$ cat src/rtl/load_store_unit_pkg.sv
// Shared types and constants for the load/store unit.
// Size codes, funct3 values, FSM states and size helper.
package lsu_pkg;

  localparam logic [31:0] BASE_ADDR = 32'h0100_0000;

  localparam logic [1:0] SIZE_BYTE = 2'b00;
  localparam logic [1:0] SIZE_HALF = 2'b01;
  localparam logic [1:0] SIZE_WORD = 2'b10;

  localparam logic [2:0] LB  = 3'b000;
  localparam logic [2:0] LH  = 3'b001;
  localparam logic [2:0] LW  = 3'b010;
  localparam logic [2:0] LBU = 3'b100;
  localparam logic [2:0] LHU = 3'b101;
  localparam logic [2:0] SB  = 3'b000;
  localparam logic [2:0] SH  = 3'b001;
  localparam logic [2:0] SW  = 3'b010;

  typedef enum logic [1:0] {
    IDLE,
    ACCESS,
    BYTES,
    RESP
  } state_e;

  function automatic logic [2:0] size_bytes(input logic [1:0] sz);
    case (sz)
      SIZE_BYTE: return 3'd1;
      SIZE_HALF: return 3'd2;
      default:   return 3'd4;
    endcase
  endfunction

endpackage

$ cat src/rtl/load_store_unit_if.sv
// Execute-side request/response bundle and data-memory port.
// master drives requests (execute) or the memory port (LSU).
interface lsu_req_if;
  logic        req_valid;
  logic        req_ready;
  logic        req_store;
  logic [2:0]  req_funct3;
  logic [31:0] req_addr;
  logic [31:0] req_wdata;
  logic        resp_valid;
  logic        resp_ready;
  logic [31:0] resp_rdata;
  logic        resp_fault;

  modport master (
    output req_valid, req_store, req_funct3,
    output req_addr, req_wdata, resp_ready,
    input  req_ready, resp_valid,
    input  resp_rdata, resp_fault
  );

  modport slave (
    input  req_valid, req_store, req_funct3,
    input  req_addr, req_wdata, resp_ready,
    output req_ready, resp_valid,
    output resp_rdata, resp_fault
  );
endinterface

interface lsu_mem_if;
  logic [31:0] mem_address;
  logic [31:0] mem_data_in;
  logic        mem_read_write;
  logic [2:0]  mem_access_size;
  logic [31:0] mem_data_out;

  modport master (
    output mem_address, mem_data_in,
    output mem_read_write, mem_access_size,
    input  mem_data_out
  );

  modport slave (
    input  mem_address, mem_data_in,
    input  mem_read_write, mem_access_size,
    output mem_data_out
  );
endinterface

$ cat src/rtl/load_store_unit_extend.sv
// Sign/zero extender for byte-assembled load data.
// Word passes through; byte/half extend unless unsigned.
module lsu_extend
  import lsu_pkg::*;
(
  input  logic [31:0] raw_i,
  input  logic [1:0]  size_i,
  input  logic        uns_i,
  output logic [31:0] data_o
);

  logic sb;
  logic sh;

  assign sb = ~uns_i & raw_i[7];
  assign sh = ~uns_i & raw_i[15];

  always_comb begin
    data_o = raw_i;
    unique case (1'b1)
      (size_i == SIZE_BYTE):
        data_o = {{24{sb}}, raw_i[7:0]};
      (size_i == SIZE_HALF):
        data_o = {{16{sh}}, raw_i[15:0]};
      default:
        data_o = raw_i;
    endcase
  end

endmodule

$ cat src/rtl/load_store_unit.sv
// Data-memory initiator: aligned single access or byte-split
// misaligned access, with registered response and fault flag.
module load_store_unit #(
  parameter logic [31:0] BASE_ADDR        = lsu_pkg::BASE_ADDR,
  parameter int unsigned MEM_DEPTH        = 1048576,
  parameter bit          ALLOW_MISALIGNED = 1'b1
) (
  input  logic      clock,
  input  logic      reset,
  lsu_req_if.slave  req,
  lsu_mem_if.master mem
);
  import lsu_pkg::*;

  localparam logic [32:0] LO = {1'b0, BASE_ADDR};
  localparam logic [32:0] HI =
    {1'b0, BASE_ADDR} + 33'(MEM_DEPTH) - 33'd1;
  localparam logic [2:0] ACC_BYTE = 3'b100;

  state_e      state_q, state_d;
  logic [31:0] addr_q, addr_d;
  logic [31:0] wdata_q, wdata_d;
  logic [2:0]  f3_q, f3_d;
  logic        store_q, store_d;
  logic [1:0]  cnt_q, cnt_d;
  logic [31:0] asm_q, asm_d;
  logic        rv_q, rv_d;
  logic [31:0] rd_q, rd_d;
  logic        rf_q, rf_d;
  logic [31:0] maddr_q, maddr_d;
  logic [31:0] mdata_q, mdata_d;
  logic [2:0]  msize_q, msize_d;

  logic [31:0] m_addr;
  logic [31:0] m_data;
  logic [2:0]  m_size;
  logic        m_we;

  logic [1:0]  sz;
  logic [32:0] last;
  logic        illegal;
  logic        mis;
  logic        oor;
  logic        fault;

  logic [31:0] asm_nxt;
  logic [31:0] ext_data;
  logic [7:0]  wbyte;
  logic        byte_last;

  assign sz = req.req_funct3[1:0];

  always_comb begin
    illegal = (sz == 2'b11)
            | (req.req_store & req.req_funct3[2])
            | (~req.req_store & req.req_funct3[2]
               & (sz == SIZE_WORD));
    mis = ((sz == SIZE_HALF) & req.req_addr[0])
        | ((sz == SIZE_WORD) & (req.req_addr[1:0] != 2'b00));
    // 33-bit end address so a window at the top cannot wrap
    last = {1'b0, req.req_addr}
         + {30'b0, size_bytes(sz)} - 33'd1;
    oor = ({1'b0, req.req_addr} < LO) | (last > HI);
    fault = illegal | oor | (mis & ~ALLOW_MISALIGNED);
  end

  always_comb begin
    asm_nxt = asm_q;
    asm_nxt[{cnt_q, 3'b000} +: 8] = mem.mem_data_out[7:0];
  end

  assign wbyte = wdata_q[{cnt_q, 3'b000} +: 8];
  assign byte_last = (f3_q[1:0] == SIZE_HALF)
                   ? (cnt_q == 2'd1)
                   : (cnt_q == 2'd3);

  lsu_extend u_ext (
    .raw_i  (asm_nxt),
    .size_i (f3_q[1:0]),
    .uns_i  (f3_q[2]),
    .data_o (ext_data)
  );

  always_comb begin
    state_d = state_q;
    addr_d  = addr_q;
    wdata_d = wdata_q;
    f3_d    = f3_q;
    store_d = store_q;
    cnt_d   = cnt_q;
    asm_d   = asm_q;
    rv_d    = rv_q;
    rd_d    = rd_q;
    rf_d    = rf_q;
    m_addr  = maddr_q;
    m_size  = msize_q;
    m_data  = mdata_q;
    m_we    = 1'b0;
    unique case (state_q)
      IDLE: begin
        if (req.req_valid) begin
          addr_d  = req.req_addr;
          wdata_d = req.req_wdata;
          f3_d    = req.req_funct3;
          store_d = req.req_store;
          cnt_d   = '0;
          asm_d   = '0;
          if (fault) begin
            state_d = RESP;
            rv_d    = 1'b1;
            rd_d    = '0;
            rf_d    = 1'b1;
          end else if (mis) begin
            state_d = BYTES;
          end else begin
            state_d = ACCESS;
          end
        end
      end
      ACCESS: begin
        m_addr  = addr_q;
        m_size  = f3_q;
        m_data  = wdata_q;
        m_we    = store_q;
        rd_d    = store_q ? '0 : mem.mem_data_out;
        rf_d    = 1'b0;
        rv_d    = 1'b1;
        state_d = RESP;
      end
      BYTES: begin
        m_addr = addr_q + {30'b0, cnt_q};
        m_size = ACC_BYTE;
        m_data = {24'b0, wbyte};
        m_we   = store_q;
        asm_d  = asm_nxt;
        cnt_d  = cnt_q + 2'd1;
        if (byte_last) begin
          state_d = RESP;
          rv_d    = 1'b1;
          rf_d    = 1'b0;
          rd_d    = store_q ? '0 : ext_data;
        end
      end
      RESP: begin
        if (req.resp_ready) begin
          rv_d    = 1'b0;
          state_d = IDLE;
        end
      end
      default: state_d = IDLE;
    endcase
    maddr_d = m_addr;
    msize_d = m_size;
    mdata_d = m_data;
  end

  always_ff @(posedge clock) begin
    if (reset) begin
      state_q <= IDLE;
      addr_q  <= '0;
      wdata_q <= '0;
      f3_q    <= '0;
      store_q <= 1'b0;
      cnt_q   <= '0;
      asm_q   <= '0;
      rv_q    <= 1'b0;
      rd_q    <= '0;
      rf_q    <= 1'b0;
      maddr_q <= BASE_ADDR;
      mdata_q <= '0;
      msize_q <= '0;
    end else begin
      state_q <= state_d;
      addr_q  <= addr_d;
      wdata_q <= wdata_d;
      f3_q    <= f3_d;
      store_q <= store_d;
      cnt_q   <= cnt_d;
      asm_q   <= asm_d;
      rv_q    <= rv_d;
      rd_q    <= rd_d;
      rf_q    <= rf_d;
      maddr_q <= maddr_d;
      mdata_q <= mdata_d;
      msize_q <= msize_d;
    end
  end

  // a reset cycle must never commit a write, even mid-split
  assign mem.mem_read_write  = m_we & ~reset;
  assign mem.mem_address     = m_addr;
  assign mem.mem_access_size = m_size;
  assign mem.mem_data_in     = m_data;

  assign req.req_ready  = (state_q == IDLE);
  assign req.resp_valid = rv_q;
  assign req.resp_rdata = rd_q;
  assign req.resp_fault = rf_q;

endmodule

$ cat src/flat_wrapper.sv
// flat-port wrapper written by rule: the top's interface ports become plain ports
module load_store_unit_flat import lsu_pkg::*;
#(
  parameter logic [31:0] BASE_ADDR        = lsu_pkg::BASE_ADDR,
  parameter int unsigned MEM_DEPTH        = 1048576,
  parameter bit          ALLOW_MISALIGNED = 1'b1
)
  (clock, reset, req_req_valid, req_req_store, req_req_funct3, req_req_addr, req_req_wdata, req_resp_ready, req_req_ready, req_resp_valid, req_resp_rdata, req_resp_fault, mem_mem_address, mem_mem_data_in, mem_mem_read_write, mem_mem_access_size, mem_mem_data_out);
  lsu_req_if req_i ();
  lsu_mem_if mem_i ();
  input  logic clock;
  input  logic reset;
  input wire logic [$bits(req_i.req_valid)-1:0] req_req_valid;
  input wire logic [$bits(req_i.req_store)-1:0] req_req_store;
  input wire logic [$bits(req_i.req_funct3)-1:0] req_req_funct3;
  input wire logic [$bits(req_i.req_addr)-1:0] req_req_addr;
  input wire logic [$bits(req_i.req_wdata)-1:0] req_req_wdata;
  input wire logic [$bits(req_i.resp_ready)-1:0] req_resp_ready;
  output wire logic [$bits(req_i.req_ready)-1:0] req_req_ready;
  output wire logic [$bits(req_i.resp_valid)-1:0] req_resp_valid;
  output wire logic [$bits(req_i.resp_rdata)-1:0] req_resp_rdata;
  output wire logic [$bits(req_i.resp_fault)-1:0] req_resp_fault;
  output wire logic [$bits(mem_i.mem_address)-1:0] mem_mem_address;
  output wire logic [$bits(mem_i.mem_data_in)-1:0] mem_mem_data_in;
  output wire logic [$bits(mem_i.mem_read_write)-1:0] mem_mem_read_write;
  output wire logic [$bits(mem_i.mem_access_size)-1:0] mem_mem_access_size;
  input wire logic [$bits(mem_i.mem_data_out)-1:0] mem_mem_data_out;
  assign req_i.req_valid = req_req_valid;
  assign req_i.req_store = req_req_store;
  assign req_i.req_funct3 = req_req_funct3;
  assign req_i.req_addr = req_req_addr;
  assign req_i.req_wdata = req_req_wdata;
  assign req_i.resp_ready = req_resp_ready;
  assign req_req_ready = req_i.req_ready;
  assign req_resp_valid = req_i.resp_valid;
  assign req_resp_rdata = req_i.resp_rdata;
  assign req_resp_fault = req_i.resp_fault;
  assign mem_mem_address = mem_i.mem_address;
  assign mem_mem_data_in = mem_i.mem_data_in;
  assign mem_mem_read_write = mem_i.mem_read_write;
  assign mem_mem_access_size = mem_i.mem_access_size;
  assign mem_i.mem_data_out = mem_mem_data_out;
  load_store_unit #(.BASE_ADDR(BASE_ADDR), .MEM_DEPTH(MEM_DEPTH), .ALLOW_MISALIGNED(ALLOW_MISALIGNED)) u_core (.clock(clock), .reset(reset), .req(req_i), .mem(mem_i));
endmodule
$ cat config.mk
export PLATFORM = sky130hd
export DESIGN_NAME = load_store_unit_flat
export DESIGN_NICKNAME = d
export VERILOG_FILES = /design/src/rtl/load_store_unit_pkg.sv /design/src/rtl/load_store_unit_if.sv /design/src/rtl/load_store_unit_extend.sv /design/src/rtl/load_store_unit.sv /design/src/flat_wrapper.sv
export SDC_FILE = /design/constraint.sdc
export NUM_CORES = 1
export LEC_CHECK = 0
export ABC_CLOCK_PERIOD_IN_PS = 5050
export CELL_PAD_IN_SITES_DETAIL_PLACEMENT = 1
export CELL_PAD_IN_SITES_GLOBAL_PLACEMENT = 2
export CORE_AREA = 3 3 220 222
export CTS_BUF_LIST = sky130_fd_sc_hd__clkbuf_8
export DETAILED_ROUTE_END_ITERATION = 8
export DIE_AREA = 0 0 223 225
export MAX_ROUTING_LAYER = met4
export PLACE_DENSITY_LB_ADDON = 0.05
export SYNTH_ARGS = -nofsm -noshare
export SYNTH_HDL_FRONTEND = slang
export SYNTH_SLANG_ARGS = --single-unit
export TNS_END_PERCENT = 100
$ cat constraint.sdc
create_clock -name clock -period 5.05 [get_ports clock]
set_input_delay 1.01 -clock clock [delete_from_list [all_inputs] [get_ports clock]]
set_output_delay 1.01 -clock clock [all_outputs]
set_load 0.02 [all_outputs]
======== Word-level counts from Yosys, hierarchy flattened ========
Index checks and enable logic that the tools add are counted.
word-level totals
  flip-flop bits (word level) ............. 205
  input port bits ......................... 104
  output and inout port bits .............. 103
  word-level logic and storage cells ...... 95
operators by class
  add/sub/neg operators ................... 5
  order comparisons ....................... 2
  equality and inequality tests ........... 13
  shift-type cells ........................ 3
  muxes and demuxes ....................... 31
  bitwise gates (word level) .............. 16
  reductions and logical operators ........ 12
operators by type and width
  cell                                                                             count
  32-bit case mux with 2 select lines                                              4
  32-bit 2-to-1 mux                                                                6
  32-bit case mux with 3 select lines                                              1
  32-bit by 3-bit adder with 33-bit output                                         1
  33-bit by 25-bit > comparator with 1-bit output (second input constant)          1
  33-bit by 1-bit subtractor with 33-bit output (second input constant)            1
  32-bit by 2-bit adder with 32-bit output                                         1
  32-bit bitwise mux                                                               1
  32-bit by 25-bit less-than comparator with 1-bit output (second input constant)  1
  8-bit by 7-bit variable shift with 32-bit output (first input constant)          1
  32-bit by 6-bit variable part select with 8-bit output                           1
  8-bit by 7-bit variable part select with 32-bit output                           1
  2-bit 2-to-1 mux                                                                 6
  3-bit case mux with 2 select lines                                               2
  2-bit equality test (second input constant)                                      5
  1-bit AND                                                                        8
  2-bit by 1-bit equality test with 1-bit output (second input constant)           4
  2-bit case mux with 4 select lines                                               1
  4-bit AND reduction                                                              2
  1-bit 2-to-1 mux                                                                 7
  5-bit negation with 7-bit output                                                 1
  2-bit zero test                                                                  3
  1-bit OR                                                                         5
  2-bit by 1-bit != test with 1-bit output (second input constant)                 2
  other kinds (11)                                                                 16

======== Depth between registers and ports, before layout ========
  word-level depth ........................ 10
  gate-level depth with buffers ........... 18
  gate-level depth less buffers ........... 17

======== Modules after synthesis ========
From an unflattened synthesis, not the netlist that was laid out.
second synthesis, totals
  cell total of the unflattened synthesis .. 1616
  area, all modules ....................... 12067.8 um^2
modules (own cells, without submodules)
  module           times used  cells each  area each (um^2)  sequential area each (um^2)
  load_store_unit  1           1549        11712.5           4103.9
  lsu_extend       1           67          355.3             0.0

======== Worst setup path after synthesis ========
No wires, ideal clock.
  path type ............................... input -> register
  from .................................... input req_req_funct3[0]
  to ...................................... register u_core.state_q[1]
  library setup time ...................... 117 ps
  data arrival time ....................... 4137 ps
  required time ........................... 4933 ps
  path slack .............................. 796 ps
  cell stages on the path ................. 16
  buffers on the path ..................... 0
  cell sequence ........................... or2_2 ha_1 inv_1 ha_1 inv_1 fa_1 nand2b_1 a21oi_1 o31ai_1 a2111oi_4 o21ai_1 a211oi_2 a21oi_1 nor4bb_2 or3b_1 a22o_1
between the ends
  cells in the longest elaborated chain, start to end .. 10
  elaborated cells on any way between the ends .. 20
  classes of those cells .................. 2 x add/sub; 1 x order compare; 3 x eq/ne; 5 x mux; 8 x bitwise; 1 x reduce/logical
RTL lines
  element                                                                            line                                              RTL
  start, declared                                                                    flat_wrapper.sv:15                                input wire logic [$bits(req_i.req_funct3)-1:0] req_req_funct3;
  2-bit by 1-bit equality test with 1-bit output or 2-bit zero test (tied branches)  load_store_unit_pkg.sv:28, load_store_unit.sv:58
  3-bit case mux with 2 select lines                                                 load_store_unit_pkg.sv:28                         case (sz)
  32-bit by 3-bit adder with 33-bit output                                           load_store_unit.sv:62                             + {30'b0, size_bytes(sz)} - 33'd1;
  33-bit by 1-bit subtractor with 33-bit output                                      load_store_unit.sv:62
  33-bit by 25-bit > comparator with 1-bit output                                    load_store_unit.sv:63                             oor = ({1'b0, req.req_addr} < LO) | (last > HI);
  1-bit OR                                                                           load_store_unit.sv:63
  1-bit OR                                                                           load_store_unit.sv:64                             fault = illegal | oor | (mis & ~ALLOW_MISALIGNED);
  2-bit 2-to-1 mux *                                                                 load_store_unit.sv:108                            if (fault) begin
  2-bit 2-to-1 mux *                                                                 load_store_unit.sv:101                            if (req.req_valid) begin
  2-bit case mux with 4 select lines *                                               load_store_unit.sv:99                             unique case (state_q)
  end signal, assigned                                                               load_store_unit.sv:173                            state_q <= state_d;
  end, declared                                                                      load_store_unit.sv:20                             state_e state_q, state_d;
Mark *: on every way between the ends. The rest lies on a longest branch, timed or not. The select of a mux whose other input is x is not followed.
A chain may end at the register's enable or synchronous reset.

======== Worst setup path in the final report ========
  from .................................... input req_req_funct3[0]
  to ...................................... register u_core.rd_q[3], in the netlist u_core.req.resp_rdata[3]
between the ends
  cells in the longest elaborated chain, start to end .. 9
  elaborated cells on any way between the ends .. 15
  classes of those cells .................. 2 x add/sub; 1 x order compare; 4 x eq/ne; 1 x mux; 5 x bitwise; 2 x reduce/logical
RTL lines
  element                                                                            line                       RTL
  2-bit by 1-bit equality test with 1-bit output or 2-bit zero test (tied branches)  load_store_unit_pkg.sv:28
  3-bit case mux with 2 select lines                                                 load_store_unit_pkg.sv:28
  32-bit by 3-bit adder with 33-bit output                                           load_store_unit.sv:62
  33-bit by 1-bit subtractor with 33-bit output                                      load_store_unit.sv:62
  33-bit by 25-bit > comparator with 1-bit output                                    load_store_unit.sv:63
  1-bit OR                                                                           load_store_unit.sv:63
  1-bit OR *                                                                         load_store_unit.sv:64
  2-bit by 1-bit != test with 1-bit output (no source line) *                        --
  4-bit AND reduction (no source line) *                                             --
  end signal, assigned                                                               load_store_unit.sv:181     rd_q <= rd_d;
  end, declared                                                                      load_store_unit.sv:28      logic [31:0] rd_q, rd_d;
Mark *: on every way between the ends. The rest lies on a longest branch, timed or not.

==> metrics.txt <==
YS warnings=0; crit path time final=4.67 ns; first-pass GRT wire length=72.6 mm; Post-Route WL=46.9 mm; CTS Buffer Depth=3; non-filler cells, final=2340; Port Buffers=206; CTS tree=done; DP Cell Count=2264; CP Launch Type=input pin; Skew-Pair Late Insertion Delay=0.59 ns; routed vias=11500; share of layout cells above drive strength 1=0.0797; Synth Cell Area=11600 µm²; most common cell in the netlist=dfxtp_1; drt drc=0; PwrDens=519 nW/µm²; GP Congestion=0.810; vias in the first global route=12000; CTS Root Cell=clkbuf_8; Die Y=225 µm; clk slew on worst S/H paths=0.06 ns; Fillers=5604; status=complete, no violations; min-delay worst type=register to register; DP Area=14300 µm²; DR iter-0 viols=479; Syn Nets=1671; crit end category=register; die area=50200 µm²; reg2reg setup slack=1.42 ns; minimum hold slack=0.472 ns; register bit total from synthesis=205; CP arrival=5.14 ns; Initial Util=0.248; Via density=4.93; Top Ports=207; Maximum Capacitance Violations=0; sequential area share after synthesis=0.355; largest net degree at the start of global routing=70; largest cells by area after synthesis=dfxtp_1 36%, a21oi_1 7.4%, nand2_1 6.6%; top post-synthesis cells by count=205 x dfxtp_1, 204 x nand2_1, 171 x a21oi_1; GRT Resource Usage Total=0.189; floorplan core area=46600 µm²; number of flops mapped to enable cells by yosys=0; CTS sink cnt=205; die width=223 µm; most common flop cell mapped by yosys=dfxtp_1; Max rail drop VDD=302 µV; crit path max fanout=32; antenna violations before repair=2; drt wl/cell=20.0 µm; Inserted Clock Buffers=43; Worst EP required=5.53 ns; ratio of final minimum period to clock period=0.924; Layout Skew=0.0180 ns; area grow syn2layout=31.6%; Pleak=5.74 nW; worst slew pin tran=1.12 ns; total congestion overflow=0; antenna-violating nets left=0; area share of the largest cell type after synthesis=0.355; f_max=214 MHz; Nets=1859; kind of critical path=input pin to register; Rows=79; Slew headroom=0.249; post-synth cell types=77; post-route cell area=15200 µm²; Mean Syn Cell Area=7.63 µm²; max-slew violations=0; ys async rst share=0; post-synthesis instance total=1514; H-tree levels=2; 1st-pass router iterations=5; Synth area leader=dfxtp_1; Finish-stage setup viols=0; RSZ-0062 raised after global routing=no; endpoints failing hold=0; dpl hpwl=33.8 mm
## area by class of cell
| class | count | area, µm² | share of cell area |
|---|---|---|---|
| Multi-Input combinational cell | 1115 | 6740 | 0.443 |
| Sequential cell | 205 | 4100 | 0.270 |
| Timing Repair Buffer | 247 | 2410 | 0.158 |
| Clock buffer | 57 | 785 | 0.0516 |
| Tap cell | 607 | 759 | 0.0499 |
| Inverter | 90 | 338 | 0.0222 |
| Clock inverter | 18 | 77.6 | 0.00510 |
| Antenna cell | 1 | 2.50 | 0.000164 |
## cell families after synthesis
| group | after synthesis | synth area share |
|---|---|---|
| simple gates | 589 | 0.242 |
| compound gates | 449 | 0.250 |
| xor+xnor | 11 | 0.00834 |
| flops | 205 | 0.355 |
| mux | 13 | 0.0201 |
| fa+ha+maj | 53 | 0.0587 |
| buf+inv | 194 | 0.0658 |
## cells in the final DEF (no fill, tap or decap), drive strengths merged, types with 33 or more instances in the layout
cell	count
dfxtp	205
inv	106
clkdlybuf4s50	202
a22oi	54
nand2	205
nor2	146
and2	75
o21ai	83
ha	51
clkbuf	57
nand3	49
a21oi	172
a22o	33
buf	42
## critical path: stages
cell	delay, ns
clkdlybuf4s50_1	0.44
or2_2	0.31
ha_1	0.19
inv_1	0.05
ha_1	0.16
inv_1	0.06
fa_1	0.36
nand2b_1	0.15
a21oi_1	0.25
o31ai_1	0.15
a2111oi_4	0.48
nor2_1	0.11
o311ai_1	0.33
nor4_1	0.09
o2111a_1	0.24
o31a_4	0.45
a22o_1	0.29
## where the power goes
group | switching (mW) | internal [mW]
Combinational | 2.44 | 1.53
Sequential | 0.192 | 1.94
Clock | 0.792 | 1.00
## sequential cells by signal (all words and copies together) (netlist names)
register and count:
u_core.msize_q 3, u_core.wdata_q 32, u_core.maddr_q 32, u_core.f3_q 3
u_core.addr_q 32, u_core.asm_q 32, u_core.store_q 1, u_core.req.resp_fault 1
u_core.req.resp_valid 1, u_core.cnt_q 2, u_core.req.resp_rdata 32, u_core.mdata_q 32
u_core.state_q 2
## worst paths after layout
kind / from / endpoint / depth (start not counted)
worst min-delay path: u_core.wdata_q[12] / u_core.wdata_q[12] / 2
worst max register to register: u_core.cnt_q[0] / u_core.req.resp_rdata[27] / 12
worst min register to register: u_core.wdata_q[12] / u_core.wdata_q[12] / 2
worst max-delay path: req_req_funct3[0] / u_core.req.resp_rdata[3] / 17
## metal layers
metal  vias up  part of all wire  GRT usage
met5         -                 0          -
met4         0             0.016     0.0433
met3        54             0.041     0.0314
met2       215              0.45      0.297
met1      5614              0.49      0.256
li1       5660                 -          -
## repair_timing
item | 4_1_cts | 5_1_grt
gates resized for setup | 4 | 2
hold buffers | 0 | 0
buffers inserted | 0 | 0
endpoints found under the setup margin | 2 | 4
pin swaps | 0 | 1
## per-stage QoR
stage / power (mW) / setup slack, ns / TNS (ns) / utilization
after floorplan: 4.43 / 0.796 / 0 / -
after global placement: 6.20 / -0.128 / -3.64 / 0.308
after detailed placement: 6.23 / -0.187 / -5.33 / 0.308
after CTS: 8.10 / 0.0628 / 0 / 0.327
after global routing: 8.51 / 0.0393 / 0 / 0.327
final: 7.89 / 0.382 / 0 / 0.327
Note: power is estimated with default switching activity, not from simulation.
